===== src/rtl/counter_poll_pkg.sv =====
// Shared types and default sizing for the counter_poll sweep sequencer.
package counter_poll_pkg;

    localparam int DEF_NUM_CNT = 5;
    localparam int DEF_CNT_W   = 5;
    localparam int DEF_IDX_W   = 3;
    localparam int DEF_SUM_W   = 8;

    typedef enum logic [1:0] {
        S_WAIT = 2'd0,
        S_REQ  = 2'd1,
        S_HOLD = 2'd2,
        S_DONE = 2'd3
    } state_e;

endpackage


===== src/rtl/counter_poll.sv =====
// Sweeps counters 0..NUM_CNT-1 of the pop-counter block and hands each value to a
// valid/ready consumer. Define COUNTER_POLL_SUM_EN to add the sweep-total output sum.
module counter_poll
    import counter_poll_pkg::*;
#(
    parameter int NUM_CNT = DEF_NUM_CNT,
    parameter int CNT_W   = DEF_CNT_W,
    parameter int IDX_W   = DEF_IDX_W,
    parameter int SUM_W   = DEF_SUM_W
) (
    input  logic             clk,
    input  logic             reset_L,
    input  logic             start,
    input  logic             IDLE,
    output logic             req,
    output logic [IDX_W-1:0] idx,
    input  logic             valid_in,
    input  logic [CNT_W-1:0] data_in,
    output logic             out_valid,
    input  logic             out_ready,
    output logic [IDX_W-1:0] out_idx,
    output logic [CNT_W-1:0] out_data,
    output logic             busy,
    output logic             done
`ifdef COUNTER_POLL_SUM_EN
    ,
    output logic [SUM_W-1:0] sum
`endif
);

    localparam logic [IDX_W-1:0] LAST_IDX = IDX_W'(NUM_CNT - 1);

    state_e           state_q, state_d;
    logic [IDX_W-1:0] idx_q, idx_d;
    logic [IDX_W-1:0] out_idx_q, out_idx_d;
    logic [CNT_W-1:0] out_data_q, out_data_d;
`ifdef COUNTER_POLL_SUM_EN
    logic [SUM_W-1:0] sum_q, sum_d;
`endif

    // Next-state and datapath updates; valid_in is only honoured while requesting.
    always_comb begin
        state_d    = state_q;
        idx_d      = idx_q;
        out_idx_d  = out_idx_q;
        out_data_d = out_data_q;
`ifdef COUNTER_POLL_SUM_EN
        sum_d      = sum_q;
`endif
        case (state_q)
            S_WAIT: begin
                if (start) begin
                    state_d = S_REQ;
                    idx_d   = '0;
`ifdef COUNTER_POLL_SUM_EN
                    sum_d   = '0;
`endif
                end else begin
                    state_d = S_WAIT;
                end
            end
            S_REQ: begin
                if (valid_in && IDLE) begin
                    state_d    = S_HOLD;
                    out_idx_d  = idx_q;
                    out_data_d = data_in;
`ifdef COUNTER_POLL_SUM_EN
                    sum_d      = sum_q + SUM_W'(data_in);
`endif
                end else begin
                    state_d = S_REQ;
                end
            end
            S_HOLD: begin
                if (out_ready) begin
                    if (idx_q == LAST_IDX) begin
                        state_d = S_DONE;
                    end else begin
                        state_d = S_REQ;
                        idx_d   = idx_q + IDX_W'(1);
                    end
                end else begin
                    state_d = S_HOLD;
                end
            end
            S_DONE: begin
                state_d = S_WAIT;
                idx_d   = '0;
            end
            default: begin
                state_d = S_WAIT;
                idx_d   = '0;
            end
        endcase
    end

    // State and datapath registers with synchronous active-low reset.
    always_ff @(posedge clk) begin
        if (!reset_L) begin
            state_q    <= S_WAIT;
            idx_q      <= '0;
            out_idx_q  <= '0;
            out_data_q <= '0;
`ifdef COUNTER_POLL_SUM_EN
            sum_q      <= '0;
`endif
        end else begin
            state_q    <= state_d;
            idx_q      <= idx_d;
            out_idx_q  <= out_idx_d;
            out_data_q <= out_data_d;
`ifdef COUNTER_POLL_SUM_EN
            sum_q      <= sum_d;
`endif
        end
    end

    // Control outputs decode straight from the state register, never from inputs.
    assign req       = (state_q == S_REQ);
    assign out_valid = (state_q == S_HOLD);
    assign busy      = (state_q != S_WAIT);
    assign done      = (state_q == S_DONE);
    assign idx       = idx_q;
    assign out_idx   = out_idx_q;
    assign out_data  = out_data_q;
`ifdef COUNTER_POLL_SUM_EN
    assign sum       = sum_q;
`endif

endmodule


===== config.mk =====
export PLATFORM = sky130hd
export DESIGN_NAME = counter_poll
export DESIGN_NICKNAME = d
export VERILOG_FILES = /design/src/rtl/counter_poll_pkg.sv /design/src/rtl/counter_poll.sv
export SDC_FILE = /design/constraint.sdc
export NUM_CORES = 1
export LEC_CHECK = 0
export BUFFER_PORTS_ARGS = -buffer_cell sky130_fd_sc_hd__buf_2
export CORE_AREA = 4 4 41 43
export CTS_BUF_LIST = sky130_fd_sc_hd__clkbuf_8
export DETAILED_ROUTE_END_ITERATION = 16
export DIE_AREA = 0 0 45 47
export PLACE_DENSITY = 0.79
export SYNTH_ARGS = -nofsm -noshare
export SYNTH_HDL_FRONTEND = slang
export SYNTH_SLANG_ARGS = --single-unit

===== constraint.sdc =====
create_clock -name clk -period 2.1 [get_ports clk]
set_input_delay 0.42 -clock clk [delete_from_list [all_inputs] [get_ports clk]]
set_output_delay 0.42 -clock clk [all_outputs]
set_load 0.05 [all_outputs]

==> results.sh, run 1 <==
export IMPL_hpwl_um=984
export IMPL_hold_depth=3
export IMPL_final_area_um2=795
export IMPL_final_net_count=111
export IMPL_required_ns=1.68
export IMPL_syn_to_final_growth_pct=26.5
export IMPL_grt_pass1_wl_um=2120
export IMPL_cts_sinks=13
export IMPL_layout_common_cells="buf_2 (25), nand2_1 (17), dfxtp_1 (13)"
export IMPL_wl_per_cell_um=11.1
export IMPL_multiInputGateArea_um2=327
export IMPL_maxClockFrequency_ghz=0.566
export IMPL_die_w_um=45
export IMPL_layout_commonest_cell="buf_2"
export IMPL_gr_total_overflow=0
export IMPL_cts_inserted_buffers=3
export IMPL_vias=574
export IMPL_setup_viol=0
export IMPL_fin_cells=112
export IMPL_synth_cell_types=23
export IMPL_top_layer="met4"
export IMPL_first_pass_iters=4
export IMPL_cts_tree="yes"
export IMPL_antenna_found_initial=0
export IMPL_hp_class="in -> reg"
export IMPL_rsz0062_at_grt="no"
export IMPL_cts_hold_buf=0
export IMPL_critical_path_class="reg -> out"
export IMPL_fin_crit_sh_pct=84.2
export IMPL_synth_nets=84
export IMPL_antenna_left=0
export IMPL_grt_max_degree=13
export IMPL_drive_gt1_share_pct=36.1
export IMPL_yosysTopAreaCell="dfxtp_1"
export IMPL_nFillCells=130
export IMPL_diodes=0
export IMPL_finalHoldViolCount=0
export IMPL_pwr_share_comb_pct=14.2
export IMPL_synth_warnings=0
export IMPL_switching_share_pct=25.4
export IMPL_reg2regPathDepth=5
export IMPL_status="finished clean"
export IMPL_grtUsageTotal_pct=13.7
export IMPL_synth_seq_cells=13
export IMPL_h_tree_depth=1
export IMPL_synth_area_um2=628
export IMPL_worst_pin_slew_ns=0.430
export IMPL_switching_power_uw=137
export IMPL_io_pins=26
export IMPL_dp_cells=108
export IMPL_arrival_ns=1.35
export IMPL_wl_met3_um=125
export IMPL_core_um2=1300
export IMPL_die_area_um2=2120
export IMPL_wl_met1_um=576
export IMPL_insertion_delay_ns=0.23
export IMPL_synth_seq_area_share_pct=41.4
export IMPL_cp_max_fo=8
export IMPL_wl_met2_um=534
export IMPL_synthCells=71
export IMPL_cap_violations=0
export IMPL_leakage_nw=0.371
export IMPL_intPower_uw=403
export IMPL_setup_tns_final_ns=0
export IMPL_ctsResizeCount=0
export IMPL_wl_um=1240
export IMPL_gp_congestion=0.742
export IMPL_post_cts_buffers=0
export IMPL_critPathLaunchType="flip-flop"
export IMPL_portBuffers=25
export IMPL_drt_iter0_markers=11
export IMPL_placedInstanceArea_um2=749
export IMPL_maxSlewViolCount=0
export IMPL_p_per_area_nw_per_um2=680
export IMPL_vdd_ir_drop_max_mv=0.357
export IMPL_route_detailed_drc=0
export IMPL_fp_dieH_um=47
export IMPL_grt_pass1_vias=507
export IMPL_p_clk_share_pct=38.2
export IMPL_fin_skew_ns=0.00157
export IMPL_fp_row_count=13
export IMPL_avgSynthCellArea_um2=8.85
export IMPL_clk_pin_slew_ns=0.05
export IMPL_synth_top_area_share_pct=41.4
export IMPL_cts_root_buf="clkbuf_8"
export IMPL_synth_top_cells_by_area="dfxtp_1 (41%), nand2_1 (10%), a21oi_1 (8.0%), o311ai_2 (5.2%), ha_1 (4.0%)"
export IMPL_seqPwrFrac_pct=47.6
export IMPL_finalCriticalPeriod_ns=1.77
export IMPL_cp_end_kind="output pin"
export IMPL_register_area_um2=260
export IMPL_via_per_inst=5.13
export IMPL_cts_buffer_depth=2
export IMPL_slew_headroom_pct=71.3
export IMPL_start_util_pct=48.3
[worst max-delay path, cell delays in order, from the launching register on]
cell,delay (ns)
dfxtp_1,0.41
nor2b_2,0.37
buf_2,0.33
[logic make-up after synthesis]
logic type | share of synthesized area, %
AOI/OAI and AO/OA | 24.9
adders and majority gates | 3.98
DFF | 41.4
and+or+nand+nor | 23.1
buffers and inverters | 6.57
[state kept, by name (all words and copies together), names as in the netlist]
name	count
out_idx	3
idx	3
state_q	2
out_data	5
[per-layer routing]
metal,global-route usage (%),up-vias
met5,0,-
met4,3.51,0
met3,5.36,2
met2,24.6,21
met1,15.0,249
li1,-,302
[through the flow]
step	utilization [%]	setup WS, ns	hold slack, ns	power (mW)
floorplan	-	0.488	0.553	0.317
global placement	57.6	0.614	0.438	0.339
detailed placement	57.6	0.587	0.445	0.340
CTS	61.1	0.329	0.419	0.549
global route	61.1	0.226	0.432	0.567
finish	61.1	0.332	0.422	0.541
[path summary, 6_finish.rpt]
check	start	to	slack, ns
worst max-delay path	state_q[1]	out_valid	0.33
worst min-delay path	data_in[2]	out_data[2]	0.42
worst max register to register	idx[0]	idx[0]	0.78
worst min register to register	out_data[2]	out_data[2]	0.45
[power by group through the flow]
stage / Clock (mW) / Sequential (mW) / Combinational, mW
finish: 0.207 / 0.257 / 0.0766
global placement: 0 / 0.262 / 0.0767
CTS: 0.215 / 0.257 / 0.0772
detailed placement: 0 / 0.263 / 0.0771
global route: 0.225 / 0.259 / 0.0836
floorplan: 0 / 0.271 / 0.0458
[area by class of cell]
type                       instances  share of cell area, %
inverter                           5                   2.36
clock buffer                       3                   5.20
sequential                        13                   32.8
timing repair buffer              25                   15.7
clock inverter                     1                  0.472
multi-input combinational         50                   41.1
tap                               15                   2.36
[cells in the mapped netlist]
library cell	n
and4b_1	1
clkbuf_1	1
nand4_1	4
or2_2	1
inv_1	5
buf_6	1
and2_1	1
a21boi_0	1
o311ai_2	2
a211oi_2	1
buf_4	1
nor2b_2	1
a31oi_4	1
ha_1	2
a21bo_2	1
o211a_1	1
nor2_1	2
nand2_1	17
dfxtp_1	13
o21ai_0	1
nand4b_1	2
a21oi_1	10
a21o_1	1
Power figures use the tool's default switching activity.
==> run 2, diff against run 1 <==
--- a/config.mk
+++ b/config.mk
@@ -6,11 +6,11 @@
 export NUM_CORES = 1
 export LEC_CHECK = 0
 export BUFFER_PORTS_ARGS = -buffer_cell sky130_fd_sc_hd__buf_2
-export CORE_AREA = 4 4 41 43
+export CORE_MARGIN = 4
+export CORE_UTILIZATION = 43
 export CTS_BUF_LIST = sky130_fd_sc_hd__clkbuf_8
 export DETAILED_ROUTE_END_ITERATION = 16
-export DIE_AREA = 0 0 45 47
-export PLACE_DENSITY = 0.79
+export PLACE_DENSITY = 0.76
 export SYNTH_ARGS = -nofsm -noshare
 export SYNTH_HDL_FRONTEND = slang
 export SYNTH_SLANG_ARGS = --single-unit
==> constraint.sdc (replaced) <==
create_clock -name clk -period 1.62 [get_ports clk]
set_input_delay 0.324 -clock clk [delete_from_list [all_inputs] [get_ports clk]]
set_output_delay 0.324 -clock clk [all_outputs]
set_load 0.05 [all_outputs]
==> results.sh, run 2 (same netlist as run 1, synthesis figures left out) <==
export IMPL_insertion_delay_ns=0.24
export IMPL_cts_root_buf="clkbuf_8"
export IMPL_antenna_found_initial=0
export IMPL_fin_crit_sh_pct=89.4
export IMPL_leakage_nw=0.376
export IMPL_register_area_um2=260
export IMPL_cts_buffer_depth=2
export IMPL_cap_violations=0
export IMPL_hp_start="data_in[3]"
export IMPL_p_per_area_nw_per_um2=888
export IMPL_h_tree_depth=1
export IMPL_rsz0062_at_grt="no"
export IMPL_cts_hold_buf=0
export IMPL_worst_path_max_delay_cell="dfxtp_1"
export IMPL_core_um2=1330
export IMPL_grt_max_degree=13
export IMPL_cp_end_kind="output pin"
export IMPL_grt_pass1_vias=529
export IMPL_arrival_ns=1.12
export IMPL_gp_congestion=0.814
export IMPL_cts_inserted_buffers=3
export IMPL_setup_tns_final_ns=0
export IMPL_layout_common_cells="buf_2 (25), nand2_1 (17), dfxtp_1 (13)"
export IMPL_vias=585
export IMPL_max_stage_delay_ns=0.42
export IMPL_slew_headroom_pct=71.3
export IMPL_fin_skew_ns=0.00272
export IMPL_hp_class="in -> reg"
export IMPL_multiInputGateArea_um2=327
export IMPL_clk_pin_slew_ns=0.05
export IMPL_vdd_ir_drop_max_mv=0.354
export IMPL_power_total_uw=712
export IMPL_ctsResizeCount=0
export IMPL_fp_row_count=13
export IMPL_reg2reg_slack_ns=0.30
export IMPL_route_detailed_drc=0
export IMPL_path_cells="nor2b_2 -> buf_2"
export IMPL_cp_max_fo=8
export IMPL_r2r_end="idx[1]"
export IMPL_maxSlewViolCount=0
export IMPL_cts_tree="yes"
export IMPL_io_pins=26
export IMPL_via_per_inst=5.18
export IMPL_critPathLaunchType="flip-flop"
export IMPL_required_ns=1.30
export IMPL_drt_iter0_markers=13
export IMPL_portBuffers=25
export IMPL_first_pass_iters=4
export IMPL_wl_per_cell_um=12.0
export IMPL_antenna_left=0
export IMPL_die_area_um2=2140
export IMPL_final_net_count=112
export IMPL_holdPathEnd="out_data[3]"
export IMPL_reg2regPathDepth=5
export IMPL_diodes=0
export IMPL_grt_pass1_wl_um=2240
export IMPL_syn_to_final_growth_pct=27.7
export IMPL_drive_gt1_share_pct=36.7
export IMPL_cpLargestDelayFamily="flip-flops"
export IMPL_hpwl_um=1050
export IMPL_layout_commonest_cell="buf_2"
export IMPL_start_util_pct=47.1
export IMPL_finalHoldViolCount=0
export IMPL_finalCriticalPeriod_ns=1.45
export IMPL_reg2reg_from="idx[0]"
export IMPL_critical_path_class="reg -> out"
export IMPL_nFillCells=133
export IMPL_cts_sinks=13
export IMPL_setup_viol=0
export IMPL_wl_um=1360
export IMPL_post_cts_buffers=0
export IMPL_fp_dieH_um=46.2
export IMPL_maxClockFrequency_ghz=0.690
export IMPL_largest_reg_flops=5
export IMPL_status="finished clean"
export IMPL_gr_total_overflow=0
export IMPL_hold_depth=3
export IMPL_die_w_um=46.2
export IMPL_worst_pin_slew_ns=0.429
export IMPL_grtUsageTotal_pct=14.5
export IMPL_crit_buf_inv=1
run 2: changes by cell type in the layout (fill, tap and decap cells not counted):
cell | before | now
buf_4 | 0 | 1
run 2: stage by stage:
stage	std cells	setup WS, ns	area (um2)	util [%]	hold slack (ns)
finish	113	0.171	802	60.1	0.317
global route	113	0.0770	802	60.1	0.333
CTS	113	0.163	802	60.1	0.315
detailed placement	109	0.304	757	56.8	0.445
global placement	109	0.389	757	56.8	0.439
floorplan	71	0.00827	628	-	0.457
run 2: per-layer routing:
| metal | share of wire [%] | GRT usage (%) | vias to the layer above |
|---|---|---|---|
| met2 | 46 | 23.1 | 21 |
| li1 | - | - | 304 |
| met5 | 0 | 0 | - |
| met4 | 0.37 | 6.82 | 0 |
| met1 | 44 | 18.2 | 258 |
| met3 | 9.9 | 3.52 | 2 |
run 2: worst max path at each step:
stage / cells after the start / slack [ns] / startpoint / end
2_1_floorplan: 5 / 0.008 / idx[0] / idx[0]
3_3_place_gp: 5 / 0.39 / idx[0] / idx[1]
3_5_place_dp: 5 / 0.30 / idx[0] / idx[1]
4_1_cts: 2 / 0.16 / state_q[1] / out_valid
5_1_grt: 3 / 0.08 / state_q[0] / req
6_report: 2 / 0.17 / state_q[1] / out_valid
run 2: layout make-up:
| type | count | area share (%) |
|---|---|---|
| clock buffer | 3 | 5.15 |
| clock inverter | 1 | 0.468 |
| timing repair buffer | 26 | 16.5 |
| sequential | 13 | 32.4 |
| inverter | 5 | 2.34 |
| multi-input combinational | 50 | 40.7 |
| tap | 15 | 2.34 |
run 2: worst reg2reg max path: stages (launching register included):
cell	delay, ns
dfxtp_1	0.40
inv_1	0.11
ha_1	0.23
a21bo_2	0.24
nand4_1	0.11
o311ai_2	0.10
run 2: power breakdown:
group / switching (mW) / total, mW / internal (mW)
clock network: 0.111 / 0.278 / 0.167
registers: 0.00691 / 0.334 / 0.327
logic: 0.0707 / 0.101 / 0.0300
total: 0.188 / 0.712 / 0.524
==> run 3, diff against run 2 <==
--- a/config.mk
+++ b/config.mk
@@ -6,11 +6,12 @@
 export NUM_CORES = 1
 export LEC_CHECK = 0
 export BUFFER_PORTS_ARGS = -buffer_cell sky130_fd_sc_hd__buf_2
-export CORE_MARGIN = 4
-export CORE_UTILIZATION = 43
+export CORE_AREA = 4 4 41 43
 export CTS_BUF_LIST = sky130_fd_sc_hd__clkbuf_8
 export DETAILED_ROUTE_END_ITERATION = 16
-export PLACE_DENSITY = 0.76
+export DIE_AREA = 0 0 45 47
+export PLACE_DENSITY = 0.79
+export SETUP_SLACK_MARGIN = 0.4
 export SYNTH_ARGS = -nofsm -noshare
 export SYNTH_HDL_FRONTEND = slang
 export SYNTH_SLANG_ARGS = --single-unit
==> constraint.sdc (replaced) <==
create_clock -name clk -period 1.7 [get_ports clk]
set_input_delay 0.34 -clock clk [delete_from_list [all_inputs] [get_ports clk]]
set_output_delay 0.34 -clock clk [all_outputs]
set_load 0.05 [all_outputs]
==> results.sh, run 3 (same netlist as run 1, synthesis figures left out) <==
export IMPL_status="finished clean"
export IMPL_antenna_left=0
export IMPL_dp_cells=109
export IMPL_maxSlewViolCount=0
export IMPL_p_per_area_nw_per_um2=788
export IMPL_required_ns=1.36
export IMPL_grt_pass1_vias=610
export IMPL_syn_to_final_growth_pct=41.6
export IMPL_setup_tns_final_ns=0
export IMPL_antenna_found_initial=0
export IMPL_arrival_ns=1.01
export IMPL_core_um2=1300
export IMPL_cts_tree="yes"
export IMPL_grt_pass1_wl_um=2660
export IMPL_cap_violations=0
export IMPL_vias=627
export IMPL_fp_row_count=13
export IMPL_insertion_delay_ns=0.24
export IMPL_via_per_inst=5.41
export IMPL_cp_max_fo=6
export IMPL_critical_path_class="reg -> out"
export IMPL_leakage_nw=0.400
export IMPL_rsz0062_at_grt="yes"
export IMPL_hpwl_um=1130
export IMPL_fin_skew_ns=0.00118
export IMPL_cts_inserted_buffers=3
export IMPL_gp_congestion=0.779
export IMPL_fin_crit_sh_pct=79.4
export IMPL_fp_dieH_um=47
export IMPL_worst_path_max_delay_cell="dfxtp_4"
export IMPL_gr_total_overflow=0
export IMPL_cts_root_buf="clkbuf_8"
export IMPL_grt_max_degree=13
export IMPL_cts_buffer_depth=2
export IMPL_whs_ns=0.336
export IMPL_finalCriticalPeriod_ns=1.35
export IMPL_critPathLaunchType="flip-flop"
export IMPL_worst_pin_slew_ns=0.417
export IMPL_nFillCells=110
export IMPL_drive_gt1_share_pct=47.5
export IMPL_die_w_um=45
export IMPL_wl_um=1680
export IMPL_setup_viol=0
export IMPL_final_net_count=115
export IMPL_fin_cells=116
export IMPL_layout_common_cells="buf_2 (20), nand2_1 (17), a21oi_1 (10)"
export IMPL_slew_headroom_pct=72.1
export IMPL_final_area_um2=890
export IMPL_largest_reg_flops=5
export IMPL_diodes=0
export IMPL_cp_end_kind="output pin"
export IMPL_cts_sinks=13
export IMPL_layout_commonest_cell="buf_2"
export IMPL_grtUsageTotal_pct=17.6
export IMPL_cts_hold_buf=0
export IMPL_route_detailed_drc=0
export IMPL_start_util_pct=48.3
export IMPL_finalHoldViolCount=0
export IMPL_drt_iter0_markers=15
export IMPL_path_cells="or2_4 -> buf_8"
export IMPL_max_stage_delay_ns=0.36
export IMPL_hp_class="in -> reg"
export IMPL_io_pins=26
export IMPL_die_area_um2=2120
export IMPL_placedInstanceArea_um2=767
export IMPL_h_tree_depth=1
export IMPL_maxClockFrequency_ghz=0.741
export IMPL_first_pass_iters=4
export IMPL_wl_per_cell_um=14.4
export IMPL_vdd_ir_drop_max_mv=0.507
export IMPL_portBuffers=25
export IMPL_clk_pin_slew_ns=0.05
## run 3: final timing paths
path	end	depth (start not counted)	startpoint	slack, ns
max	busy	2	state_q[1]	0.35
min	out_data[1]	3	data_in[1]	0.34
max reg2reg	idx[0]	5	idx[0]	0.48
min reg2reg	out_idx[1]	2	out_idx[1]	0.45
## run 3: layout make-up
cell class                      instances  area, um2  area share [%]
Multi-Input combinational cell         50        340            38.3
Sequential cell                        13        277            31.1
Tap cell                               15       18.8            2.11
Inverter                                5       18.8            2.11
Clock buffer                            3       41.3            4.64
Clock inverter                          1       3.75           0.422
Timing Repair Buffer                   29        190            21.4
## run 3: layer usage
metal / GRT usage [%] / vias up / wire length, um
met4: 13.5 / 0 / 38
met1: 18.5 / 282 / 658
met2: 31.1 / 28 / 842
li1: - / 311 / -
met5: 0 / - / 0
met3: 3.07 / 6 / 137
## run 3: where the power goes
group          switching [mW]  internal, mW  total [mW]
logic                  0.0744        0.0442       0.119
registers             0.00853         0.308       0.316
clock network           0.107         0.159       0.266
total                   0.190         0.511       0.701
## run 3: repair_timing
item / 4_1_cts / 5_1_grt
resized for setup: 16 / 6
pin swaps: 0 / 1
cloned: 0 / 0
setup endpoints to repair: 5 / 14
buffers inserted: 1 / 2
## run 3: per-stage QoR
stage | power (mW) | setup slack (ns) | util [%]
after floorplan | 0.390 | 0.410 | -
after global placement | 0.417 | 0.421 | 58.9
after detailed placement | 0.421 | 0.369 | 58.9
after CTS | 0.701 | 0.358 | 66.3
after global routing | 0.729 | 0.333 | 68.4
final | 0.701 | 0.351 | 68.4
## run 3: worst max-delay path: cells and delay by family, from the launching register on
kind / cells / cell delay [ns]
flops: 1 / 0.36
simple gates: 1 / 0.26
buf+inv: 1 / 0.15
